--- src/rtl/fle_cfg_pkg.sv ---
// fle_cfg_pkg: shared FSM state type and CRC-16-CCITT constants for the FLE config bank.
package fle_cfg_pkg;
    typedef enum logic [1:0] {IDLE, SHIFT, COMMIT} state_e;
    localparam logic [15:0] CRC_POLY = 16'h1021;
    localparam logic [15:0] CRC_INIT = 16'hFFFF;
endpackage

--- src/rtl/fle_cfg_crc16.sv ---
// fle_cfg_crc16: CRC-16-CCITT over LANES bits per step, lane 0 first.
module fle_cfg_crc16
    import fle_cfg_pkg::*;
#(
    parameter int LANES = 1
) (
    input  logic             clk_i,
    input  logic             rst_ni,
    input  logic             clr_i,
    input  logic             en_i,
    input  logic [LANES-1:0] data_i,
    output logic [15:0]      crc_o
);
    logic [15:0] crc_q, crc_d;
    always_comb begin
        crc_d = crc_q;
        for (int l = 0; l < LANES; l++)
            crc_d = {crc_d[14:0], 1'b0} ^ ((crc_d[15] ^ data_i[l]) ? CRC_POLY : 16'h0000);
    end
    always_ff @(posedge clk_i or negedge rst_ni) begin
        if (!rst_ni) crc_q <= CRC_INIT;
        else if (clr_i) crc_q <= CRC_INIT;
        else if (en_i) crc_q <= crc_d;
    end
    assign crc_o = crc_q;
endmodule

--- src/rtl/logical_tile_fle_cfg_bank.sv ---
// logical_tile_fle_cfg_bank: multi-lane config shift chain with atomic commit to mem_out.
// Optional CRC-16 load check compiled in with CCFF_CRC_EN.
module logical_tile_fle_cfg_bank
    import fle_cfg_pkg::*;
#(
    parameter int CFG_BITS = 32,
    parameter int LANES    = 1
) (
    input  logic                prog_clk,
    input  logic                prog_reset_n,
    input  logic                test_enable,
    input  logic                cfg_start,
    input  logic                cfg_abort,
    input  logic [LANES-1:0]    ccff_head,
    input  logic                ccff_valid,
    output logic                ccff_ready,
    output logic [LANES-1:0]    ccff_tail,
    input  logic [15:0]         crc_exp,
    output logic [CFG_BITS-1:0] mem_out,
    output logic                cfg_busy,
    output logic                cfg_done,
    output logic                cfg_err
);
    localparam int D  = CFG_BITS / LANES;
    localparam int CW = $clog2(D + 1);

    state_e                state_q, state_d;
    logic [CW-1:0]         cnt_q, cnt_d;
    logic [CFG_BITS-1:0]   sr_q, sr_d, mem_q;
    logic                  start_ok, beat, last, crc_bad, in_commit;

    assign start_ok   = (state_q == IDLE) && cfg_start && !cfg_abort;
    assign ccff_ready = (state_q == SHIFT);
    assign beat       = ccff_ready && ccff_valid;
    assign last       = beat && (cnt_q == CW'(D - 1));
    assign cfg_busy   = (state_q != IDLE);
    assign in_commit  = (state_q == COMMIT) && !cfg_abort;
    assign cfg_done   = in_commit && !crc_bad && !test_enable;
    assign mem_out    = mem_q;

`ifdef CCFF_CRC_EN
    logic [15:0] crc, crc_exp_q;
    fle_cfg_crc16 #(.LANES(LANES)) u_crc (
        .clk_i  (prog_clk),
        .rst_ni (prog_reset_n),
        .clr_i  (start_ok),
        .en_i   (beat),
        .data_i (ccff_head),
        .crc_o  (crc)
    );
    always_ff @(posedge prog_clk or negedge prog_reset_n) begin
        if (!prog_reset_n) crc_exp_q <= 16'h0000;
        else if (start_ok) crc_exp_q <= crc_exp;
    end
    assign crc_bad = (crc != crc_exp_q);
    assign cfg_err = in_commit && crc_bad;
`else
    logic unused_crc_exp;
    assign unused_crc_exp = ^crc_exp;
    assign crc_bad = 1'b0;
    assign cfg_err = 1'b0;
`endif

    always_comb begin
        state_d = state_q;
        cnt_d   = cnt_q;
        case (state_q)
            IDLE: if (start_ok) begin
                state_d = SHIFT;
                cnt_d   = '0;
            end
            SHIFT: if (cfg_abort) state_d = IDLE;
            else if (beat) begin
                cnt_d   = cnt_q + CW'(1);
                state_d = last ? COMMIT : SHIFT;
            end
            default: state_d = IDLE;
        endcase
    end

    // Each lane shifts toward its top index, so the first bit of a lane ends at l*D+D-1.
    always_comb begin
        sr_d = sr_q;
        for (int l = 0; l < LANES; l++) begin
            sr_d[l*D] = ccff_head[l];
            for (int k = 1; k < D; k++) sr_d[l*D+k] = sr_q[l*D+k-1];
            ccff_tail[l] = sr_q[l*D+D-1];
        end
    end

    always_ff @(posedge prog_clk or negedge prog_reset_n) begin
        if (!prog_reset_n) begin
            state_q <= IDLE;
            cnt_q   <= '0;
            sr_q    <= '0;
            mem_q   <= '0;
        end else begin
            state_q <= state_d;
            cnt_q   <= cnt_d;
            if (beat) sr_q <= sr_d;
            if (cfg_done) mem_q <= sr_q;
        end
    end
endmodule

--- config.mk ---
export PLATFORM = sky130hd
export DESIGN_NAME = logical_tile_fle_cfg_bank
export DESIGN_NICKNAME = d
export VERILOG_FILES = /design/src/rtl/fle_cfg_pkg.sv /design/src/rtl/fle_cfg_crc16.sv /design/src/rtl/logical_tile_fle_cfg_bank.sv
export SDC_FILE = /design/constraint.sdc
export NUM_CORES = 1
export LEC_CHECK = 0
export CELL_PAD_IN_SITES_DETAIL_PLACEMENT = 1
export CELL_PAD_IN_SITES_GLOBAL_PLACEMENT = 1
export CORE_UTILIZATION = 45
export DETAILED_ROUTE_END_ITERATION = 6
export GPL_TIMING_DRIVEN = 0
export PLACE_DENSITY = 0.8
export SLEW_MARGIN = 10
export SYNTH_ARGS = -nofsm -noshare
export SYNTH_HDL_FRONTEND = slang
export SYNTH_HIERARCHICAL = 1
export SYNTH_SLANG_ARGS = --single-unit
export TNS_END_PERCENT = 5
--- constraint.sdc ---
create_clock -name prog_clk -period 4.24 [get_ports prog_clk]
set_input_delay 0.636 -clock prog_clk [delete_from_list [all_inputs] [get_ports prog_clk]]
set_output_delay 0.636 -clock prog_clk [all_outputs]
set_load 0.03 [all_outputs]
* Yosys cells after proc, flatten, opt, wreduce, memory -nomap -nowiden
Index checks and enable logic that the tools add are counted.
** Word-level totals
- Flip-flop bits (word level) :: 72
- Bits in latches :: 0
- RAM bits :: 0
- Bits in read-only memories :: 0
- Input bits :: 23
- Output and inout bits :: 37
- Memories :: 0
** Cells by class
- Add/sub/neg operators :: 1
- Multipliers :: 0
- Div/mod/pow operators :: 0
- $lt $le $gt $ge :: 0
- Equality and inequality tests :: 7
- Shift operators :: 0
- Muxes and demuxes :: 9
- Bitwise operators :: 0
- Reductions and logical operators :: 13
** Operators with widths (number)
- $mux 6 :: 3
- $pmux 6 s2 :: 1
- $mux 2 :: 4
- $add 6x1->6 const B :: 1
- $eq 6x5->1 const B :: 1
- $logic_and 1x1->1 :: 6
- $ne 2x2->1 const B :: 2
- $pmux 2 s2 :: 1
- $reduce_and 4->1 :: 1
- $reduce_bool 2->1 :: 2
- $ne 3x2->1 const B :: 1
- $eq 2x1->1 const B :: 1
- $eq 2x2->1 const B :: 1
- $logic_not 1->1 :: 2
- $logic_not 2->1 :: 1
- $ne 2x1->1 const B :: 1
- $reduce_and 2->1 :: 1

* Logic depth before layout (Yosys ltp)
- Depth in word-level cells :: 7
- Gate-level depth with buffers :: 5

* Worst setup path before layout
OpenSTA, ideal clock, no wires.
- Path kind :: input to output
- Start point :: in cfg_abort
- End point :: out cfg_done
- Data arrival time :: 1.292 ns
- Setup slack :: 2.312 ns
- Stages :: 2
- Buffers on the path :: 1
- Path through :: nor4b_4 > buf_6
** On the way
- Longest elaborated chain between the ends :: 3
** Ends and longest elaborated chain
- start, declared :: RTL line logical_tile_fle_cfg_bank.sv:13 : input logic cfg_abort,
- $logic_not 1->1 :: RTL line logical_tile_fle_cfg_bank.sv:37 : assign in_commit = (state_q == COMMIT) && !cfg_abort;
- $logic_and 1x1->1 :: RTL line logical_tile_fle_cfg_bank.sv:37
- $logic_and 1x1->1 :: RTL line logical_tile_fle_cfg_bank.sv:38 : assign cfg_done = in_commit && !crc_bad && !test_enable;
- end, declared :: RTL line logical_tile_fle_cfg_bank.sv:21 : output logic cfg_done,
Every way passes these cells.

* Worst setup path in the final report
Ends and elaborated chain as after synthesis.

==> results.py <==
metrics = {
    "critical_path": {
        "critPathKind": "in -> out",
        "crit_arrival_ns": 2.74,
        "required_ns": 3.60,
        "cp-start-kind": "primary input",
        "cp_common_cell": "clkdlybuf4s50_1",
        "path_max_fanout": 10,
        "crit_path_max_incr_delay_ns": 0.68,
        "crit_chain": "clkdlybuf4s50_1 -> nor4b_4 -> buf_6 -> clkdlybuf4s50_1",
        "rr_worst_depth": 4,
        "crit_path_end_kind": "output pin",
        "cp_slowest_cell": "clkdlybuf4s50_1",
    },
    "global_route": {
        "grt_use_total": 0.1860,
        "grt_max_degree": 39,
        "grt_pass1_wl_mm": 8.921,
        "antenna_found_initial": 0,
        "grt_pass1_vias": 1705,
        "grt_overflow": 0,
    },
    "finish": {
        "drive_gt1_frac": 0.3808,
        "area_growth_pct": 26.35,
        "most-common-layout-cells": "dfrtp_1, mux2_2, clkdlybuf4s50_1",
        "final_util": 0.5995,
        "fillers": 562,
        "n_antenna_cell": 0,
        "final_area_mm2": 0.003612,
        "fin_nets": 258,
        "layout_commonest_cell": "dfrtp_1",
    },
    "sta": {
        "fin_skew_ns": 0.005822,
        "period_needed_ns": 3.377,
        "slew_viol_final": 0,
        "setup_viol": 0,
        "hold_violations": 0,
        "tightest_slew_ns": 0.6031,
        "min_period_over_period": 0.7964,
        "rsz0062_at_grt": "no",
        "slew_headroom": 0.5962,
        "hold_ws_ns": 0.2395,
        "fmax_mhz": 296.2,
        "tns_ns": 0,
    },
    "detailed_routing": {
        "wl_mm": 5.262,
        "ant_nets": 0,
        "highest_layer": "met4",
        "first_pass_iters": 4,
        "met3RoutedLength_um": 194,
        "routed-wl-met2_mm": 2.462,
        "via_per_inst": 5.143,
        "drt-met1-wl_mm": 2.546,
        "avgRoutedWirePerCell_um": 16.76,
        "drt_iter0_drc": 21,
        "drc_errors": 0,
        "vias": 1615,
    },
    "placed_design": {
        "post_dp_cell_area_mm2": 0.003391,
        "gp_congestion": 0.7350,
        "numPortBuffers": 42,
        "hpwl_mm": 3.398,
    },
    "synthesis": {
        "synth_top_area_cell": "dfrtp_1",
        "synth_fp_nets": 204,
        "syn-cell-area_mm2": 0.002859,
        "synth-seq-cells": 72,
        "yosysWarningCount": 6,
        "yosysSeqAreaShare": 0.6302,
        "syn_area_per_cell_um2": 15.88,
        "synthCells": 180,
        "synthTopCellsByArea": "dfrtp_1, mux2_2, buf_6",
        "synthDistinctLibCells": 29,
        "synth.top_cell.area_share": 0.6302,
    },
    "clocking": {
        "postCtsSetupBuffers": 0,
        "cts_sinks": 72,
        "clock_path_buffers": 2,
        "clkTransAtPathRegs_ns": 0.07,
        "cts_root_buf": "clkbuf_8",
        "cts_tree": "done",
        "hold_buffers": 0,
        "cts_resized": 0,
        "worstSkewPairLatency_ns": 0.34,
        "htree_num_levels": 3,
        "cts_buffers": 9,
    },
    "pwr": {
        "p_per_area_mw_per_mm2": 413.5,
        "switching_share": 0.2312,
        "p_leak_uw": 0.001728,
        "power.total_uw": 1494,
        "clkPwrFrac": 0.401,
        "p_seq_frac": 0.526,
        "pwr-share-comb": 0.073,
        "p_switching_uw": 345.3,
        "power.internal_uw": 1148,
        "ir_drop_v": 0.0002471,
    },
    "die": {
        "ios": 60,
        "fp.dieW_um": 81.71,
        "start_util": 0.4745,
        "die-area_mm2": 0.006676,
        "core_area_mm2": 0.006026,
        "die_h_um": 81.71,
        "rows": 28,
    },
    "flow_run": {
        "cap_violations": 0,
    },
    "run_status": {
        "status": "completed",
    },
    "worst_hold_path": {
        "hold_class": "in -> async",
    },
}
==> synthesized netlist by cell type <==
| master | number |
|---|---|
| conb_1 | 1 |
| a21boi_1 | 1 |
| nand3_1 | 2 |
| or2_2 | 1 |
| dfrtp_1 | 72 |
| a31oi_1 | 1 |
| mux2i_1 | 4 |
| nor4_1 | 1 |
| nor2_1 | 2 |
| or4b_1 | 2 |
| mux2_1 | 1 |
| buf_4 | 1 |
| nor4b_4 | 1 |
| nand4_1 | 1 |
| and2_1 | 1 |
| mux2_2 | 64 |
| o21ai_0 | 1 |
| nor4bb_1 | 1 |
| nand2b_1 | 4 |
| nor3b_1 | 1 |
| buf_6 | 4 |
| ha_1 | 1 |
| a22o_1 | 1 |
| clkbuf_1 | 1 |
| o41ai_1 | 1 |
| nand3b_1 | 2 |
| buf_2 | 3 |
| nor2b_1 | 1 |
| nand2_1 | 3 |
==> routing by layer <==
| layer | up-vias | GRT usage |
|---|---|---|
| li1 | 747 | - |
| met1 | 831 | 0.2571 |
| met2 | 30 | 0.2767 |
| met3 | 7 | 0.05667 |
| met4 | 0 | 0.06842 |
| met5 | - | 0 |
==> metrics by stage <==
stage          setup WS [ns]  cells
3_5_place_dp          0.8668    298
5_1_grt               0.7105    314
6_report              0.8633    314
2_1_floorplan          2.312    180
3_3_place_gp         0.07551    297
4_1_cts               0.8529    314
==> cell type report <==
type	instances	area, um^2	area share
Sequential cell	72	1802	0.4988
Clock buffer	11	141.4	0.03914
Multi-Input combinational cell	99	985.9	0.2729
Tap cell	75	93.84	0.02598
Clock inverter	5	80.08	0.02217
Buffer	9	71.32	0.01974
Timing Repair Buffer	43	437.9	0.1212
==> critical path: cells and delay by family <==
family	cells	cell delay, ns
buffers and inverters	3	1.47
AND/OR/NAND/NOR	1	0.63
==> path summary, 6_finish.rpt <==
kind	from	to	slack, ns
worst min register to register	mem_out[4]$_DFFE_PN0P_	mem_out[4]$_DFFE_PN0P_	0.50
max in group asynchronous	prog_reset_n	mem_out[19]$_DFFE_PN0P_	3.44
worst min-delay path	prog_reset_n	sr_q[29]$_DFFE_PN0N_	0.24
min in group prog_clk	mem_out[4]$_DFFE_PN0P_	mem_out[4]$_DFFE_PN0P_	0.50
worst max register to register	state_q[0]$_DFFE_PN0P_	mem_out[7]$_DFFE_PN0P_	2.42
worst max-delay path	cfg_abort	cfg_done	0.86
==> power by group through the flow <==
stage	Combinational [uW]	Sequential, uW	Clock (uW)
2_1_floorplan	74.4	779	0
3_5_place_dp	111	797	0
6_report	109	785	600
5_1_grt	123	795	647
3_3_place_gp	103	794	0
4_1_cts	112	785	616
==> state kept, by name (all words and copies together) (netlist names) <==
signal	count
state_q	2
mem_out	32
cnt_q	6
sr_q	32
==> kinds of logic (layout without fill, tap and decap cells) <==
logic type               count (synthesis)  after routing  share of synthesized area
AO/OA/AOI/OAI                            5              5                    0.01269
adder cells (fa/ha/maj)                  1              1                   0.004376
buffers and inverters                    9             68                    0.02494
flip-flops                              72             72                     0.6302
multiplexers                            69             69                     0.2700
other                                    1              1                   0.001312
AND/OR/NAND/NOR                         23             23                    0.05646
No activity file was read; power rests on OpenSTA's default activity.
